### config.mk
export PLATFORM = sky130hd
export DESIGN_NAME = seg_value_sched
export DESIGN_NICKNAME = d
export VERILOG_FILES = /design/src/rtl/seg_value_sched.sv
export SDC_FILE = /design/constraint.sdc
export NUM_CORES = 1
export LEC_CHECK = 0
export BUFFER_PORTS_ARGS = -buffer_cell sky130_fd_sc_hd__buf_2
export CAP_MARGIN = 10
export CORE_MARGIN = 10
export CORE_UTILIZATION = 55
export DETAILED_ROUTE_END_ITERATION = 12
export PLACE_DENSITY = 0.73
export SYNTH_ARGS = -nofsm -noshare
export SYNTH_HDL_FRONTEND = slang
export SYNTH_SLANG_ARGS = --single-unit
### constraint.sdc
create_clock -name clk -period 3.7 [get_ports clk]
set_clock_uncertainty 0.2 [all_clocks]
set_input_delay 0.37 -clock clk [delete_from_list [all_inputs] [get_ports clk]]
set_output_delay 0.37 -clock clk [all_outputs]
set_load 0.03 [all_outputs]
### src/rtl/seg_value_sched.sv
// rtl/seg_value_sched.sv - display value scheduler: heart rate, blinking alert codes, blank gap
// Outputs are registered from next-state values, so they change on the same edge as the state.
module seg_value_sched #(
   parameter logic [23:0] HOLD_CYCLES  = 24'd12_000_000,
   parameter logic [23:0] BLINK_HALF   = 24'd3_000_000,
   parameter logic [23:0] GAP_CYCLES   = 24'd1_200_000,
   parameter logic [27:0] STALE_CYCLES = 28'd36_000_000
) (
   input  logic       clk,
   input  logic       rst_n,
   input  logic       hr_valid,
   input  logic [7:0] hr_value,
   input  logic       alert_req,
   input  logic [7:0] alert_code,
   output logic       alert_ack,
   output logic [7:0] value_out,
   output logic       blank_out,
   output logic [1:0] src_out
);

   typedef enum logic [1:0] {
      S_IDLE    = 2'd0,
      S_SHOW_HR = 2'd1,
      S_ALERT   = 2'd2,
      S_GAP     = 2'd3
   } state_t;

   // A zero parameter behaves as one: its terminal count collapses to 0.
   localparam logic [23:0] HOLD_LAST  = (HOLD_CYCLES  == 24'd0) ? 24'd0 : HOLD_CYCLES  - 24'd1;
   localparam logic [23:0] BLINK_LAST = (BLINK_HALF   == 24'd0) ? 24'd0 : BLINK_HALF   - 24'd1;
   localparam logic [23:0] GAP_LAST   = (GAP_CYCLES   == 24'd0) ? 24'd0 : GAP_CYCLES   - 24'd1;
   localparam logic [27:0] STALE_LAST = (STALE_CYCLES == 28'd0) ? 28'd0 : STALE_CYCLES - 28'd1;

   state_t      state_q, state_d;
   logic [7:0]  hr_q, hr_d;
   logic        hr_seen_q, hr_seen_d;
   logic [7:0]  code_q, code_d;
   logic [27:0] stale_q, stale_d;
   logic [23:0] hold_q, hold_d;
   logic [23:0] blink_q, blink_d;
   logic [23:0] gap_q, gap_d;
   logic        ack_q, ack_d;
   logic [7:0]  value_q, value_d;
   logic        blank_q, blank_d;
   logic [1:0]  src_q, src_d;
   logic        accept;
   logic        blink_flip;

   always_comb begin
      state_d    = state_q;
      hr_d       = hr_q;
      hr_seen_d  = hr_seen_q;
      code_d     = code_q;
      stale_d    = stale_q;
      hold_d     = hold_q;
      blink_d    = blink_q;
      gap_d      = gap_q;
      ack_d      = 1'b0;
      blink_flip = 1'b0;
      accept     = alert_req && (state_q == S_IDLE || state_q == S_SHOW_HR);

      if (hr_valid) begin
         hr_d      = hr_value;
         hr_seen_d = 1'b1;
         stale_d   = 28'd0;
      end

      case (state_q)
         S_IDLE: begin
            if (hr_valid) state_d = S_SHOW_HR;
         end
         S_SHOW_HR: begin
            if (!hr_valid) begin
               if (stale_q == STALE_LAST) begin
                  hr_seen_d = 1'b0;
                  stale_d   = 28'd0;
                  state_d   = S_IDLE;
               end else begin
                  stale_d = stale_q + 28'd1;
               end
            end
         end
         S_ALERT: begin
            if (hold_q == HOLD_LAST) begin
               state_d = S_GAP;
               gap_d   = 24'd0;
            end else begin
               hold_d = hold_q + 24'd1;
               if (blink_q == BLINK_LAST) begin
                  blink_d    = 24'd0;
                  blink_flip = 1'b1;
               end else begin
                  blink_d = blink_q + 24'd1;
               end
            end
         end
         S_GAP: begin
            if (gap_q == GAP_LAST) state_d = hr_seen_d ? S_SHOW_HR : S_IDLE;
            else                   gap_d   = gap_q + 24'd1;
         end
         default: state_d = S_IDLE;
      endcase

      // Alert acceptance overrides both the heart-rate entry and the stale timeout.
      if (accept) begin
         state_d = S_ALERT;
         code_d  = alert_code;
         ack_d   = 1'b1;
         hold_d  = 24'd0;
         blink_d = 24'd0;
      end

      value_d = 8'hFF;
      blank_d = 1'b1;
      case (state_d)
         S_SHOW_HR: begin
            value_d = hr_d;
            blank_d = 1'b0;
         end
         S_ALERT: begin
            value_d = code_d;
            blank_d = (state_q != S_ALERT) ? 1'b0 : (blank_q ^ blink_flip);
         end
         default: ;
      endcase
      src_d = state_d;
   end

   always_ff @(posedge clk or negedge rst_n) begin
      if (!rst_n) begin
         state_q   <= S_IDLE;
         hr_q      <= 8'h00;
         hr_seen_q <= 1'b0;
         code_q    <= 8'h00;
         stale_q   <= 28'd0;
         hold_q    <= 24'd0;
         blink_q   <= 24'd0;
         gap_q     <= 24'd0;
         ack_q     <= 1'b0;
         value_q   <= 8'hFF;
         blank_q   <= 1'b1;
         src_q     <= 2'd0;
      end else begin
         state_q   <= state_d;
         hr_q      <= hr_d;
         hr_seen_q <= hr_seen_d;
         code_q    <= code_d;
         stale_q   <= stale_d;
         hold_q    <= hold_d;
         blink_q   <= blink_d;
         gap_q     <= gap_d;
         ack_q     <= ack_d;
         value_q   <= value_d;
         blank_q   <= blank_d;
         src_q     <= src_d;
      end
   end

   assign alert_ack = ack_q;
   assign value_out = value_q;
   assign blank_out = blank_q;
   assign src_out   = src_q;

endmodule
* After elaboration in Yosys (flattened, before gate mapping)
Index checks and enable logic that the tools add are counted.
Widths: inputs -> output; s select.
** Storage, ports and cells
- Bits of input ports :: 20
- Output and inout bits :: 12
- Flip-flop bits (word level) :: 129
- Logic and storage cells :: 71
** Cells by class
- Eq/ne operators :: 13
- $add $sub $neg :: 4
- Bitwise gates (word level) :: 1
- Reduce and logical (&&, ||, !) cells :: 7
- Multiplexer cells :: 35
** Operator list (number)
- $mux 24 :: 9
- $mux 28 :: 4
- $add 24x1->24 const B :: 3
- $pmux 24 s2 :: 1
- $add 28x1->28 const B :: 1
- $eq 28x26->1 const B :: 1
- $eq 24x21->1 const B :: 1
- $eq 24x22->1 const B :: 1
- $eq 24x24->1 const B :: 1
- $mux 8 :: 2
- $pmux 8 s2 :: 1
- $mux 2 :: 6
- $mux 1 :: 10
- $ne 2x2->1 const B :: 4
- $pmux 2 s4 :: 1
- $eq 2x2->1 const B :: 3
- $eq 2x1->1 const B :: 2
- $reduce_bool 2->1 :: 2
- $reduce_and 3->1 :: 1
- $logic_not 2->1 :: 1
- $pmux 1 s2 :: 1
- $reduce_and 2->1 :: 1
- $logic_and 1x1->1 :: 1
- $logic_or 1x1->1 :: 1
- $xor 1x1->1 :: 1

* Longest topological paths before layout
Gate-level depths: netlist (run 1).
- Depth in word-level cells :: 7
- Gate-level depth with buffers :: 13
- Gate-level depth less buffers :: 10

* Least setup slack after synthesis (run 1)
OpenSTA, ideal clock, no wires.
- Path type :: flip-flop to flip-flop
- Start :: register gap_q[0]
- End :: register blank_q, in the netlist blank_out
- Arrival time :: 2800 ps
- Setup time :: 82 ps
- Buffers on the path :: 4
- Slack :: 618 ps
- Clock period less this slack :: 3082 ps
- Stages on the path, launching flop included :: 14
- Data required time :: 3418 ps
- Path through :: dfrtp_1 > ha_1 > nand2_1 > or4_1 > clkbuf_1 > o21ai_1 > buf_2 > buf_2 > nand4_1 > o311ai_0 > ha_1 > clkbuf_1 > o2111ai_1 > o211ai_1
** On the way
- Longest elaborated chain between the ends :: 6
- Elaborated cells on any way between the ends :: 7
- Those cells by class :: 3 x eq/ne; 4 x mux
** Ends and longest elaborated chain
- from (decl) :: line 41 : logic [23:0] gap_q, gap_d;
- from (signal assigned) :: line 151 : gap_q <= gap_d;
- $eq 24x21->1 (*) :: line 98 : if (gap_q == GAP_LAST) state_d = hr_seen_d ? S_SHOW_HR : S_IDLE;
- $mux 2 (*) :: line 98
- $pmux 2 s4 (*) :: line 68 : case (state_q)
- $mux 2 (*) :: line 105 : if (accept) begin
- $eq 2x2->1 or $eq 2x1->1 (tied branches) :: line 115 : case (state_d)
- $pmux 1 s2 (*) :: line 115
- via blank_d :: line 44 : logic blank_q, blank_d;
- to (signal assigned) :: line 154 : blank_q <= blank_d;
- to (decl) :: line 44
The timed path passes the listed nets; every way through them passes the cells marked *.
A chain may end at the register's enable or synchronous reset.

* Worst setup path in the final report (run 1)
Same ends and word-level chain as after synthesis.

==> results.cfg, run 1 <==
[floorplanning]
die_h_um = 130
core-area_um2 = 12000
die_area_um2 = 17000
die_w_um = 130
io_pins = 32
rows = 40
start_util_pct = 56.0

[synth]
synth_area_per_cell_um2 = 9.60
synth_warnings = 0
ys.flop_type = dfrtp_1
syn_inst = 697
ys_seq_area_share_pct = 48.4
synthArstFlopShare_pct = 100
syn-num-nets = 723
yosys.area.top_type = dfrtp_1
synth.area.top_cells = dfrtp_1 45%, nand2_1 4.5%, dfstp_2 3.5%
mappedNetlistArea_um2 = 6690
synth.distinct_cells = 65
synth.top_cell.area_share_pct = 44.9
ys_seq_elements = 129
synth_edf_count = 0

[layout]
finalCoreUtilization_pct = 64.6
layout_common_cells = 120 x dfrtp_1, 81 x nand2_1, 61 x nor2_1
nets = 765
n_antenna_cell = 0
fin_area_um2 = 7730
drive_gt1_share_pct = 15.2
final_common_cell = dfrtp_1
area_growth_pct = 15.5

[worst_setup_path]
rr_endpoint = blank_out
cp.depth = 10
cp_top_family = simple AND/OR/NAND/NOR gates
cp_max_fo = 11
path_buf_inv = 0
end_kind = register
cp_common_cell = ha_1
slowest_delay_ps = 630
r2r_start = gap_q[0]
crit_type = register to register
cp_data_arrival_time_ps = 3290
crit_chain = ha_1 -> nand2_1 -> or4_1 -> o21ai_1 -> nand4_1 -> o311ai_0 -> ha_1 -> nand3b_1 -> or3_1 -> o211ai_1
reg2reg_depth = 10
crit_slowest_cell = or4_1
r2r_slack_ps = 540
cp.required_ps = 3830
cp-start-kind = register

[clocking]
root_buffer = clkbuf_16
cts_htree_levels = 4
cts_sinks = 129
path_clk_slew_ps = 60
worstSkewPairLatency_ps = 410
cts_tree = done
cts_buffers = 17
cts_resized = 0
cts_setup_buffers = 0
cts_buffer_depth = 2

[detailed_routing]
finalWirelength_um = 16500
drc = 0
dr.first_iter.drc_count = 503
drtAntennaViolNets = 0
drt-pass1-iter-count = 5
wl_per_cell_um = 18.4
num_vias = 5730
avgViaCountPerCell = 6.37

[worst_hold_path]
hold_path_end = code_q[3]
hp-class = input pin to register
holdPathStages = 3
hold_path.startpoint = alert_code[3]

[global_route]
grt_pass1_vias = 5676
grt_antenna_before_repair = 0
globalRouteTotalUtil_pct = 20.1
overflow = 0
grt_pass1_wl_um = 27600
grt_max_degree = 82

[power]
internal-power_mw = 3.17
p_sw_mw = 1.53
power_leakage_nw = 3.14
powerDensity_nw_per_um2 = 608
vdd_drop_max_mv = 0.477
sw_frac_of_total_pct = 32.6
clkPwrFrac_pct = 37.3
pwr-share-seq_pct = 37.9
p_comb_share_pct = 24.8

[sta]
period_share_pct = 85.3
hold_violations = 0
rsz0062_at_grt = false
finalWorstPathRequiredPeriod_ps = 3160
finalSetupViolations = 0
tightest_slew_ps = 842
slew_viol_final = 0
slew-limit-headroom_pct = 43.1
setup_tns_ps = 0
max_freq_mhz = 317

[place]
placedInstanceArea_um2 = 7030
io_buffers = 31
gp_congestion = 0.935
dp_hpwl_um = 11000

[run_status]
outcome = finished clean

[flow_run]
cap_violations = 0
[synth_stat cells, drive strengths merged, types with 2 or more instances]
master and n:
nor4 16, xor2 17, inv 13, xnor2 25, dfrtp 120, buf 12
o2111ai 7, a21o 2, dfstp 9, nand4 29, nand2b 5, or4 24
or3 15, nand2 81, and2 2, a221o 8, o21ai 24, nor4bb 3
a21oi 37, or2 3, nand3b 2, nand3 41, a2111oi 4, o311ai 2
nor3 11, nor2 61, a31oi 3, mux2 8, o211ai 16, and3 9
or4b 3, mux2i 5, or3b 2, ha 6, nand4b 2, nor2b 3
clkbuf 21, nor4b 4, a211oi 2, and4 10, o31ai 19
[repair_timing]
action,in CTS,in global routing
endpoints found under the setup margin,0,0
hold buffers,7,0
hold endpoints to repair,54,0
[flip-flops by register name (all words and copies together), names as in the netlist]
signal     count
blink_q       24
value_out      8
stale_q       28
gap_q         24
blank_out      1
hr_seen_q      1
hold_q        24
alert_ack      1
code_q         8
src_out        2
hr_q           8
[layer usage]
layer | vias to the layer above | global-route usage, % | wire [um]
met5 | - | 0 | 0
li1 | 2690 | - | -
met4 | 0 | 6.94 | 245
met3 | 32 | 4.71 | 716
met1 | 2842 | 24.4 | 7070
met2 | 166 | 34.3 | 8480
[power groups by stage]
| stage | registers, mW | clock network [mW] | logic (mW) |
|---|---|---|---|
| final | 1.78 | 1.75 | 1.16 |
| after global routing | 1.80 | 1.84 | 1.28 |
| after CTS | 1.78 | 1.77 | 1.16 |
| after detailed placement | 1.80 | 0 | 1.15 |
| after global placement | 1.79 | 0 | 1.11 |
| after floorplan | 1.89 | 0 | 0.709 |
[kinds of logic (layout without fill, tap and decap cells)]
| logic type | after synthesis | count (layout) | share of synthesized area [%] |
|---|---|---|---|
| AND/OR/NAND/NOR | 329 | 329 | 26.5 |
| AO/OA/AOI/OAI | 132 | 132 | 13.4 |
| flip-flops | 129 | 129 | 48.4 |
| buffers and inverters | 46 | 101 | 2.95 |
| XOR/XNOR | 42 | 42 | 5.50 |
| multiplexers | 13 | 13 | 2.09 |
| adder cells (fa/ha/maj) | 6 | 6 | 1.12 |
[through the flow]
stage               worst slack (ps)  std cells  total power [mW]  hold slack, ps
floorplan                        618        697              2.60            -126
detailed placement               585        860              2.95             240
global route                     251        899              4.93            22.1
global placement                 605        860              2.91             238
finish                           543        899              4.70            24.3
CTS                              553        899              4.72            7.18
[final cells by class]
cell class / count / area [um2]
clock buffer: 23 / 498
clock inverter: 9 / 128
fill: 958 / 4230
inverter: 13 / 48.8
multi-input combinational: 522 / 3260
sequential: 129 / 3240
tap: 147 / 184
timing repair buffer: 56 / 375
[how the worst max path moves through the flow]
stage              from        end  slack, ps
6_report       gap_q[0]  blank_out        540
5_1_grt        gap_q[0]  blank_out        250
3_3_place_gp   gap_q[0]  blank_out        600
4_1_cts        gap_q[0]  blank_out        550
3_5_place_dp   gap_q[0]  blank_out        590
2_1_floorplan  gap_q[0]  blank_out        620
[worst reg2reg max path: stages (launching register included)]
cell,delay (ps)
dfrtp_1,400
ha_1,270
nand2_1,90
or4_1,630
o21ai_1,230
nand4_1,150
o311ai_0,140
ha_1,460
nand3b_1,100
or3_1,310
o211ai_1,90
Note: power is estimated with default switching activity, not from simulation.
==> run 2: changes to the inputs <==
MAX_ROUTING_LAYER = met4   (was not set)
PLACE_DENSITY = not set   (was 0.73)
PLACE_DENSITY_LB_ADDON = 0.2   (was not set)
==> run 2 against run 1 <==
Net effect:
- critical path depth unchanged
- non-clock buffer count grew 5
- sequential power barely moved
- final cell count up 0.56%
- count of clock-buffer cells in the layout is 5 lower
- worst setup slack got worse by 66 ps
- power increased by 1.6%
- combinational power about the same
- clock power grew 5%
- critical path type unchanged
- critical endpoint unchanged
==> results.cfg, run 2 (synthesis results as in run 1) <==
[sta]
slew-limit-headroom_pct = 32.7
max_freq_mhz = 310
finalSetupViolations = 0
period_share_pct = 87.1
tightest_slew_ps = 1010
setup_tns_ps = 0
rsz0062_at_grt = false
slew_viol_final = 0
finalWorstPathRequiredPeriod_ps = 3220
hold_violations = 0

[floorplanning]
rows = 40
core-area_um2 = 12000
start_util_pct = 56.0
io_pins = 32
die_h_um = 130
die_w_um = 130
die_area_um2 = 17000

[worst_setup_path]
end_kind = register
cp.required_ps = 3850
cp_top_family = simple AND/OR/NAND/NOR gates
setup.worst_path.start = gap_q[0]
path_buf_inv = 0
reg2reg_depth = 10
crit_slowest_cell = or4_1
r2r_slack_ps = 480
cp_max_fo = 11
cp-start-kind = register
cp_common_cell = ha_1
crit_chain = ha_1 -> nand2_1 -> or4_1 -> o21ai_1 -> nand4_1 -> o311ai_0 -> ha_1 -> nand3b_1 -> or3_1 -> o211ai_1
cp_data_arrival_time_ps = 3370
rr_endpoint = blank_out
crit_type = register to register
r2r_start = gap_q[0]
slowest_delay_ps = 620

[layout]
area_growth_pct = 16.4
layout_common_cells = 120 x dfrtp_1, 81 x nand2_1, 61 x nor2_1
n_antenna_cell = 0
final_common_cell = dfrtp_1
largest_reg_flops = 28
fillerInstances = 945
nets = 770
drive_gt1_share_pct = 15.2
top_register = stale_q

[power]
p_sw_mw = 1.55
power_leakage_nw = 3.16
powerDensity_nw_per_um2 = 612
sw_frac_of_total_pct = 32.4
vdd_drop_max_mv = 0.340
internal-power_mw = 3.22
clkPwrFrac_pct = 38.4
pwr-share-seq_pct = 37.8
total_power_mw = 4.77
p_comb_share_pct = 23.8

[global_route]
grt_pass1_wl_um = 27400
grt_pass1_vias = 5769
overflow = 0
grt_max_degree = 80
grt_antenna_before_repair = 0
globalRouteTotalUtil_pct = 20.6

[detailed_routing]
drc = 0
wl_per_cell_um = 17.7
avgViaCountPerCell = 6.23
num_vias = 5636
finalWirelength_um = 16000
dr.first_iter.drc_count = 467
drtAntennaViolNets = 0
drt-pass1-iter-count = 5

[clocking]
cts_htree_levels = 4
cts_resized = 0
path_clk_slew_ps = 60
worstSkewPairLatency_ps = 420
cts_sinks = 129
cts_buffer_depth = 2
cts_setup_buffers = 0
cts_hold_repair.buffers = 11
cts_tree = done
root_buffer = clkbuf_16
cts_buffers = 17

[place]
io_buffers = 31
dp_hpwl_um = 10800
gp_congestion = 0.884

[worst_hold_path]
hold_path_end = hr_q[6]
hp-class = input pin to register
hold_path.startpoint = hr_value[6]
holdPathStages = 2

[run_status]
outcome = finished clean

[flow_run]
cap_violations = 0
[run 2: per-stage QoR]
| step | hold slack [ps] | std cells | setup slack, ps | util [%] | cell area (um2) |
|---|---|---|---|---|---|
| after CTS | 0.137 | 903 | 481 | 65.1 | 7780 |
| after global routing | 0.199 | 904 | 226 | 65.1 | 7790 |
| after floorplan | -126 | 697 | 618 | - | 6690 |
| after detailed placement | 267 | 860 | 503 | 58.7 | 7020 |
| final | 11.7 | 904 | 477 | 65.1 | 7790 |
| after global placement | 257 | 860 | 574 | 58.7 | 7020 |
[run 2: per-layer routing]
layer	global-route usage, %	vias to the layer above	wire length [um]
met5	-	-	0
met4	8.00	0	280
met3	5.19	33	713
met2	34.5	147	8350
met1	23.3	2761	6650
li1	-	2695	-
[run 2: layout make-up]
cell class / count / area, um2 / share of cell area (%)
clock inverter: 14 / 211 / 2.71
tap: 147 / 184 / 2.36
clock buffer: 18 / 439 / 5.64
timing repair buffer: 61 / 413 / 5.30
inverter: 13 / 48.8 / 0.626
sequential: 129 / 3240 / 41.6
multi-input combinational: 522 / 3260 / 41.8
[run 2: worst max path at each step]
stage                endpoint  slack (ps)  cells past startpoint
floorplan           blank_out         620                     13
global placement    blank_out         570                     10
detailed placement  blank_out         500                     10
CTS                 blank_out         480                     10
global route        blank_out         230                     10
finish              blank_out         480                     10
[run 2: power groups by stage]
stage / sequential [mW] / clock [mW] / combinational (mW)
5_1_grt: 1.83 / 1.94 / 1.25
3_5_place_dp: 1.82 / 0 / 1.13
2_1_floorplan: 1.89 / 0 / 0.709
3_3_place_gp: 1.81 / 0 / 1.09
6_report: 1.80 / 1.83 / 1.14
4_1_cts: 1.80 / 1.86 / 1.14
